## config.mk

```make
export PLATFORM = sky130hd
export DESIGN_NAME = mem_access_ctrl_flat
export DESIGN_NICKNAME = d
export VERILOG_FILES = /design/src/rtl/mem_access_ctrl_if.sv /design/src/rtl/mem_access_ctrl.sv /design/src/flat_wrapper.sv
export SDC_FILE = /design/constraint.sdc
export NUM_CORES = 1
export LEC_CHECK = 0
export BUFFER_PORTS_ARGS = -buffer_cell sky130_fd_sc_hd__buf_2
export CORE_ASPECT_RATIO = 1.75
export CORE_MARGIN = 1.5
export CORE_UTILIZATION = 50
export CTS_CLUSTER_SIZE = 8
export DETAILED_ROUTE_END_ITERATION = 8
export HOLD_SLACK_MARGIN = 0.03
export PLACE_DENSITY = 0.76
export SLEW_MARGIN = 10
export SYNTH_ARGS = -nofsm -noshare
export SYNTH_HDL_FRONTEND = slang
export SYNTH_SLANG_ARGS = --single-unit
```

## constraint.sdc

```tcl
create_clock -name clk -period 5.55 [get_ports clk]
set_input_delay 1.11 -clock clk [delete_from_list [all_inputs] [get_ports clk]]
set_output_delay 1.11 -clock clk [all_outputs]
set_load 0.02 [all_outputs]
```

## src/rtl/mem_access_ctrl_if.sv

```systemverilog
// Memory bus bundle between the load/store access controller and the memory.
// The controller takes the master side. The memory or bus model takes the slave side.
interface mem_access_ctrl_if;
  logic        mem_req;
  logic        mem_we;
  logic [31:0] mem_addr;
  logic [3:0]  mem_be;
  logic [31:0] mem_wdata;
  logic [31:0] mem_rdata;
  logic        mem_ready;

  modport master (
    output mem_req, mem_we, mem_addr, mem_be, mem_wdata,
    input  mem_rdata, mem_ready
  );

  modport slave (
    input  mem_req, mem_we, mem_addr, mem_be, mem_wdata,
    output mem_rdata, mem_ready
  );
endinterface

```

## src/rtl/mem_access_ctrl.sv

```systemverilog
// Load/store access controller. It turns byte, half and word accesses at any offset
// into one or two word-aligned bus beats, and sign- or zero-extends the load result.
module mem_access_ctrl (
  input  logic               clk,
  input  logic               rst_n,
  input  logic               start_i,
  input  logic               is_store_i,
  input  logic               sign_extend_i,
  input  logic [1:0]         datatype_i,
  input  logic [31:0]        addr_i,
  input  logic [31:0]        wdata_i,
  output logic               busy_o,
  output logic               done_o,
  output logic [31:0]        rdata_o,
  output logic               split_o,
  mem_access_ctrl_if.master  bus
);

  typedef enum logic [1:0] {IDLE = 2'd0, BEAT1 = 2'd1, BEAT2 = 2'd2, DONE = 2'd3} state_e;

  state_e      state_q, state_d;
  logic        busy_q, busy_d, done_q, done_d, split_q, split_d;
  logic [31:0] rdata_q, rdata_d;
  logic        is_store_q, is_store_d, sext_q, sext_d;
  logic [1:0]  dtype_q, dtype_d, off_q, off_d;
  logic [3:0]  be_hi_q, be_hi_d;
  logic [31:0] wdata_hi_q, wdata_hi_d, w0_q, w0_d;
  logic        req_q, req_d, we_q, we_d;
  logic [31:0] addr_q, addr_d, wdata_q, wdata_d;
  logic [3:0]  be_q, be_d;

  logic [3:0]  size_mask_s;
  logic [7:0]  lane_s;
  logic [63:0] wshift_s;

  function automatic logic [31:0] extend_load(input logic [63:0] pair, input logic [1:0] off,
                                              input logic [1:0] dt, input logic sext);
    logic [63:0] s;
    s = pair >> {off, 3'b000};
    case (dt)
      2'b00:   extend_load = sext ? {{24{s[7]}}, s[7:0]} : {24'h000000, s[7:0]};
      2'b01:   extend_load = sext ? {{16{s[15]}}, s[15:0]} : {16'h0000, s[15:0]};
      default: extend_load = s[31:0];
    endcase
  endfunction

  // Lane mask and lane-aligned store data for the request being presented.
  always_comb begin
    case (datatype_i)
      2'b00:   size_mask_s = 4'b0001;
      2'b01:   size_mask_s = 4'b0011;
      default: size_mask_s = 4'b1111;
    endcase
    lane_s   = {4'b0000, size_mask_s} << addr_i[1:0];
    wshift_s = {32'h00000000, wdata_i} << {addr_i[1:0], 3'b000};
  end

  // Next-state and next-output logic.
  always_comb begin
    state_d    = state_q;
    split_d    = split_q;
    rdata_d    = rdata_q;
    is_store_d = is_store_q;
    sext_d     = sext_q;
    dtype_d    = dtype_q;
    off_d      = off_q;
    be_hi_d    = be_hi_q;
    wdata_hi_d = wdata_hi_q;
    w0_d       = w0_q;
    req_d      = req_q;
    we_d       = we_q;
    addr_d     = addr_q;
    be_d       = be_q;
    wdata_d    = wdata_q;
    case (state_q)
      IDLE: begin
        if (start_i) begin
          state_d    = BEAT1;
          is_store_d = is_store_i;
          sext_d     = sign_extend_i;
          dtype_d    = datatype_i;
          off_d      = addr_i[1:0];
          be_hi_d    = lane_s[7:4];
          wdata_hi_d = wshift_s[63:32];
          split_d    = |lane_s[7:4];
          req_d      = 1'b1;
          we_d       = is_store_i;
          addr_d     = {addr_i[31:2], 2'b00};
          be_d       = lane_s[3:0];
          wdata_d    = wshift_s[31:0];
        end else begin
          state_d = IDLE;
        end
      end
      BEAT1: begin
        if (bus.mem_ready) begin
          w0_d = bus.mem_rdata;
          if (split_q) begin
            state_d = BEAT2;
            addr_d  = addr_q + 32'd4;
            be_d    = be_hi_q;
            wdata_d = wdata_hi_q;
          end else begin
            state_d = DONE;
            req_d   = 1'b0;
            we_d    = 1'b0;
            addr_d  = 32'h00000000;
            be_d    = 4'b0000;
            wdata_d = 32'h00000000;
            if (!is_store_q) begin
              rdata_d = extend_load({32'h00000000, bus.mem_rdata}, off_q, dtype_q, sext_q);
            end else begin
              rdata_d = rdata_q;
            end
          end
        end else begin
          state_d = BEAT1;
        end
      end
      BEAT2: begin
        if (bus.mem_ready) begin
          state_d = DONE;
          req_d   = 1'b0;
          we_d    = 1'b0;
          addr_d  = 32'h00000000;
          be_d    = 4'b0000;
          wdata_d = 32'h00000000;
          if (!is_store_q) begin
            rdata_d = extend_load({bus.mem_rdata, w0_q}, off_q, dtype_q, sext_q);
          end else begin
            rdata_d = rdata_q;
          end
        end else begin
          state_d = BEAT2;
        end
      end
      DONE:    state_d = IDLE;
      default: state_d = IDLE;
    endcase
    busy_d = (state_d != IDLE);
    done_d = (state_d == DONE);
  end

  // State and registered outputs.
  always_ff @(posedge clk or negedge rst_n) begin
    if (!rst_n) begin
      state_q    <= IDLE;
      busy_q     <= 1'b0;
      done_q     <= 1'b0;
      split_q    <= 1'b0;
      rdata_q    <= 32'h00000000;
      is_store_q <= 1'b0;
      sext_q     <= 1'b0;
      dtype_q    <= 2'b00;
      off_q      <= 2'b00;
      be_hi_q    <= 4'b0000;
      wdata_hi_q <= 32'h00000000;
      w0_q       <= 32'h00000000;
      req_q      <= 1'b0;
      we_q       <= 1'b0;
      addr_q     <= 32'h00000000;
      be_q       <= 4'b0000;
      wdata_q    <= 32'h00000000;
    end else begin
      state_q    <= state_d;
      busy_q     <= busy_d;
      done_q     <= done_d;
      split_q    <= split_d;
      rdata_q    <= rdata_d;
      is_store_q <= is_store_d;
      sext_q     <= sext_d;
      dtype_q    <= dtype_d;
      off_q      <= off_d;
      be_hi_q    <= be_hi_d;
      wdata_hi_q <= wdata_hi_d;
      w0_q       <= w0_d;
      req_q      <= req_d;
      we_q       <= we_d;
      addr_q     <= addr_d;
      be_q       <= be_d;
      wdata_q    <= wdata_d;
    end
  end

  assign busy_o        = busy_q;
  assign done_o        = done_q;
  assign split_o       = split_q;
  assign rdata_o       = rdata_q;
  assign bus.mem_req   = req_q;
  assign bus.mem_we    = we_q;
  assign bus.mem_addr  = addr_q;
  assign bus.mem_be    = be_q;
  assign bus.mem_wdata = wdata_q;

endmodule

```

## src/flat_wrapper.sv

```systemverilog
// flat-port wrapper written by rule: the top's interface ports become plain ports
module mem_access_ctrl_flat 
  (clk, rst_n, start_i, is_store_i, sign_extend_i, datatype_i, addr_i, wdata_i, busy_o, done_o, rdata_o, split_o, bus_mem_req, bus_mem_we, bus_mem_addr, bus_mem_be, bus_mem_wdata, bus_mem_rdata, bus_mem_ready);
  mem_access_ctrl_if bus_i ();
  input  logic clk;
  input  logic rst_n;
  input  logic start_i;
  input  logic is_store_i;
  input  logic sign_extend_i;
  input  logic [1:0] datatype_i;
  input  logic [31:0] addr_i;
  input  logic [31:0] wdata_i;
  output logic busy_o;
  output logic done_o;
  output logic [31:0] rdata_o;
  output logic split_o;
  output wire logic [$bits(bus_i.mem_req)-1:0] bus_mem_req;
  output wire logic [$bits(bus_i.mem_we)-1:0] bus_mem_we;
  output wire logic [$bits(bus_i.mem_addr)-1:0] bus_mem_addr;
  output wire logic [$bits(bus_i.mem_be)-1:0] bus_mem_be;
  output wire logic [$bits(bus_i.mem_wdata)-1:0] bus_mem_wdata;
  input wire logic [$bits(bus_i.mem_rdata)-1:0] bus_mem_rdata;
  input wire logic [$bits(bus_i.mem_ready)-1:0] bus_mem_ready;
  assign bus_mem_req = bus_i.mem_req;
  assign bus_mem_we = bus_i.mem_we;
  assign bus_mem_addr = bus_i.mem_addr;
  assign bus_mem_be = bus_i.mem_be;
  assign bus_mem_wdata = bus_i.mem_wdata;
  assign bus_i.mem_rdata = bus_mem_rdata;
  assign bus_i.mem_ready = bus_mem_ready;
  mem_access_ctrl u_core (.clk(clk), .rst_n(rst_n), .start_i(start_i), .is_store_i(is_store_i), .sign_extend_i(sign_extend_i), .datatype_i(datatype_i), .addr_i(addr_i), .wdata_i(wdata_i), .busy_o(busy_o), .done_o(done_o), .rdata_o(rdata_o), .split_o(split_o), .bus(bus_i));
endmodule
```

==> impl_metrics.prom <==
# TYPE chip_impl_metric gauge
chip_impl_metric{name="floorplan.io_pins",unit=""} 209
chip_impl_metric{name="antenna_found_initial",unit=""} 0
chip_impl_metric{name="post_layout_nonfiller_instances",unit=""} 1382
chip_impl_metric{name="timing.final.crit_share",unit=""} 0.607
chip_impl_metric{name="die_width",unit="microns"} 107
chip_impl_metric{name="synthesis.area",unit="sq um"} 9470
chip_impl_metric{name="floorplan.die.height",unit="microns"} 185
chip_impl_metric{name="synth_sequential_area_ratio",unit=""} 0.449
chip_impl_metric{name="clock.fmax",unit="GHz"} 0.297
chip_impl_info{name="synth_common_cells",value="dfrtp_1 (170), nand2_1 (110), nor2_1 (110)"} 1
chip_impl_metric{name="power.internal",unit="mW"} 3.72
chip_impl_metric{name="post-route-cell-area",unit="sq um"} 11200
chip_impl_info{name="worst_setup_start_kind",value="flip-flop"} 1
chip_impl_metric{name="area.growth.synth_to_final",unit="%"} 18.0
chip_impl_metric{name="post_cts_resize_count",unit=""} 0
chip_impl_metric{name="finalNetCount",unit=""} 1240
chip_impl_metric{name="max_slew_violations",unit=""} 0
chip_impl_metric{name="gp_routability_congestion",unit=""} 0.896
chip_impl_metric{name="drt_iter0_drc",unit=""} 578
chip_impl_metric{name="post_drt_via_cell_ratio",unit=""} 5.94
chip_impl_metric{name="grt_use_total",unit=""} 0.274
chip_impl_metric{name="cts_max_level",unit=""} 4
chip_impl_metric{name="cts_hold_buf",unit=""} 0
chip_impl_metric{name="fin_tns_setup",unit="ns"} 0
chip_impl_metric{name="seqPwrFrac",unit=""} 0.351
chip_impl_info{name="cpMaxStageDelayCell",value="nor2_2"} 1
chip_impl_metric{name="yosys.area.top_type_share",unit=""} 0.449
chip_impl_metric{name="cts_sink_count",unit=""} 170
chip_impl_metric{name="initial_core_util",unit=""} 0.510
chip_impl_metric{name="p_leak",unit="nW"} 5.13
chip_impl_metric{name="share_comb_of_total_power",unit=""} 0.466
chip_impl_metric{name="cts_buffer_depth",unit=""} 2
chip_impl_metric{name="clk_transition_reported_paths",unit="ns"} 0.07
chip_impl_metric{name="num_rows",unit=""} 66
chip_impl_metric{name="dpl.cell_count",unit=""} 1349
chip_impl_metric{name="power_density",unit="nW/um^2"} 597
chip_impl_metric{name="drcViolationCount",unit=""} 0
chip_impl_metric{name="cap_viol_max_count",unit=""} 0
chip_impl_info{name="cpLargestDelayFamily",value="simple AND/OR/NAND/NOR gates"} 1
chip_impl_info{name="worstPathCellList",value="inv_1 -> ha_1 -> o21ba_1 -> or3_4 -> nor2_2 -> nand2_1 -> o311ai_0"} 1
chip_impl_metric{name="post_layout_minimum_cycle_time",unit="ns"} 3.37
chip_impl_info{name="timing.setup.critical_path_class",value="flip-flop to flip-flop"} 1
chip_impl_metric{name="clock_power_share",unit=""} 0.184
chip_impl_metric{name="power.ir.vdd_worst",unit="mV"} 0.329
chip_impl_metric{name="dp_worst_setup_slack",unit="ns"} 2.04
chip_impl_metric{name="worst_skew_pair.late_latency",unit="ns"} 0.43
chip_impl_metric{name="synthCells",unit=""} 963
chip_impl_metric{name="grt_start_max_net_pins",unit=""} 84
chip_impl_metric{name="synth_cell_types",unit=""} 73
chip_impl_info{name="timing.hold.worst.class",value="flip-flop to flip-flop"} 1
chip_impl_metric{name="design.core.area",unit="sq um"} 18600
chip_impl_info{name="postSynth.topFlopCell",value="dfrtp_1"} 1
chip_impl_metric{name="setup_slack",unit="ns"} 2.18
chip_impl_metric{name="detail_route.wirelength",unit="microns"} 26700
chip_impl_metric{name="timing.final.setup_violations",unit=""} 0
chip_impl_info{name="tritoncts",value="built"} 1
chip_impl_metric{name="avgSynthCellArea",unit="sq um"} 9.84
chip_impl_info{name="root_buffer",value="clkbuf_16"} 1
chip_impl_metric{name="grt_ovf",unit=""} 0
chip_impl_metric{name="numPortBuffers",unit=""} 206
chip_impl_metric{name="avgRoutedWirePerCell",unit="microns"} 19.4
chip_impl_info{name="post-synth-top-count-cell",value="dfrtp_1"} 1
chip_impl_metric{name="floorplan.die_area",unit="sq um"} 19800
chip_impl_metric{name="synthArstFlopShare",unit=""} 1.00
chip_impl_metric{name="power_switching",unit="mW"} 2.95
chip_impl_metric{name="p_sw_frac",unit=""} 0.442
chip_impl_metric{name="routed-via-count",unit=""} 8211
chip_impl_info{name="cp-end-kind",value="flip-flop"} 1
chip_impl_metric{name="first_pass_iters",unit=""} 4
chip_impl_metric{name="worstPathRequired",unit="ns"} 5.87
chip_impl_info{name="rsz0062_at_grt",value="no"} 1
chip_impl_metric{name="cts-buffers-inserted",unit=""} 17
chip_impl_metric{name="hpwlAfterDp",unit="microns"} 18600
chip_impl_metric{name="worst_slew_margin_rel",unit=""} 0.211
chip_impl_metric{name="grt_pass1_vias",unit=""} 8125
chip_impl_info{name="synth_top_area_cell",value="dfrtp_1"} 1
chip_impl_metric{name="final_layout_size_suffix_gt1_frac",unit=""} 0.293
chip_impl_info{name="netlist_top_cells_area",value="dfrtp_1 (45%), mux2i_1 (8.2%), mux2_2 (5.7%)"} 1
chip_impl_metric{name="finalHoldViolCount",unit=""} 0
chip_impl_info{name="run_status",value="complete, no violations"} 1
chip_impl_metric{name="grt_first_pass_wirelength",unit="microns"} 42100
chip_impl_metric{name="cts_post_setup_buffers_inserted",unit=""} 0
chip_impl_metric{name="ant_nets",unit=""} 0
chip_impl_metric{name="max_stage_delay",unit="ns"} 1.00
chip_impl_metric{name="synth-edff-count",unit=""} 0
chip_impl_metric{name="final_util",unit=""} 0.601
chip_impl_metric{name="critPathBufInv",unit=""} 1
chip_impl_metric{name="maximum_net_fanout_on_the_critical_path",unit=""} 75
chip_impl_metric{name="yosysWarnings",unit=""} 0
chip_impl_metric{name="tightestPinTransition",unit="ns"} 1.18
chip_impl_metric{name="ys_seq_elements",unit=""} 170
chip_impl_metric{name="finalClockSkew",unit="ns"} 0.0117
chip_impl_metric{name="placement.cell_area",unit="sq um"} 10600
chip_impl_metric{name="crit_path_arrival_time",unit="ns"} 3.69
==> through the flow <==
step	hold slack, ns	power, mW
global route	0.509	7.12
global placement	0.458	5.36
detailed placement	0.465	5.45
finish	0.478	6.67
floorplan	0.450	4.52
CTS	0.485	6.68
==> power groups by stage <==
stage | Clock [mW] | Sequential, mW | Combinational [mW]
2_1_floorplan | 0 | 2.58 | 1.94
4_1_cts | 1.24 | 2.33 | 3.11
5_1_grt | 1.29 | 2.42 | 3.41
6_report | 1.23 | 2.34 | 3.11
3_5_place_dp | 0 | 2.35 | 3.10
3_3_place_gp | 0 | 2.33 | 3.03
==> state kept, by name (all words and copies together), names as in the netlist <==
signal,cells
u_core.bus.mem_req,1
u_core.be_hi_q,3
u_core.bus.mem_we,1
u_core.done_o,1
u_core.w0_q,32
u_core.bus.mem_wdata,32
u_core.dtype_q,2
u_core.bus.mem_addr,30
u_core.sext_q,1
u_core.bus.mem_be,4
u_core.state_q,2
u_core.wdata_hi_q,24
u_core.busy_o,1
u_core.is_store_q,1
u_core.split_o,1
u_core.off_q,2
u_core.rdata_o,32
==> per-layer routing <==
metal  wire length [microns]  global-route usage  share of wire
met1                   10300               0.321           0.39
met2                   13600               0.466           0.51
met3                    1650              0.0563          0.062
met4                    1210               0.149          0.045
met5                       0                   0              0
==> worst paths after layout <==
kind	end	slack, ns	startpoint	cells past startpoint
setup / recovery	u_core.bus.mem_addr[29]$_DFFE_PN0P_	2.18	u_core.state_q[0]$_DFF_PN0_	7
hold / removal	u_core.bus.mem_wdata[14]$_DFFE_PN0P_	0.48	u_core.bus.mem_wdata[14]$_DFFE_PN0P_	2
hold reg to reg	u_core.bus.mem_wdata[14]$_DFFE_PN0P_	0.48	u_core.bus.mem_wdata[14]$_DFFE_PN0P_	2
setup reg to reg	u_core.bus.mem_addr[29]$_DFFE_PN0P_	2.18	u_core.state_q[0]$_DFF_PN0_	7
max in group asynchronous	u_core.bus.mem_addr[7]$_DFFE_PN0P_	3.70	rst_n	2
min in group asynchronous	u_core.rdata_o[1]$_DFFE_PN0P_	0.72	rst_n	1
==> final cells by class <==
class	instances	area (sq um)
well taps	238	298
diodes	1	2.50
clock inverters	14	176
flip-flops and latches	170	4260
inverters	16	60.1
clock buffers	18	429
multi-input cells	709	4840
repair buffers	216	1110
fillers	1643	7400
==> tightest hold or removal path: stages, from the launching register on <==
cell     delay (ns)
dfrtp_1        0.34
nand2_1        0.05
o21ai_0        0.06
==> layout by cell type, fill, tap and decap left out, drive strengths merged, types with 9 or more instances in the layout <==
cell    synthesis  final
clkbuf         40     18
mux2           48     48
o21ai          74     74
dfrtp         170    170
nand2b         18     18
nand3          11     11
and3            9      9
nand2         110    110
a31oi          13     13
a22oi          19     19
nor2          112    112
buf            29    216
inv            16     25
a221oi         11     11
mux2i          78     78
a21oi          43     43
o22ai          11     11
o211ai         10     10
nand4          14     14
a22o            9      9
==> cells by family after synthesis <==
group | after synthesis | share of synthesized area
adders and majority gates | 6 | 0.00792
other | 1 | 0.000396
AOI/OAI and AO/OA | 249 | 0.181
DFF | 170 | 0.449
buffers and inverters | 85 | 0.0407
muxes | 134 | 0.158
xor gates and xnor gates | 10 | 0.00925
and+or+nand+nor | 308 | 0.153
No activity file was read; power rests on OpenSTA's default activity.
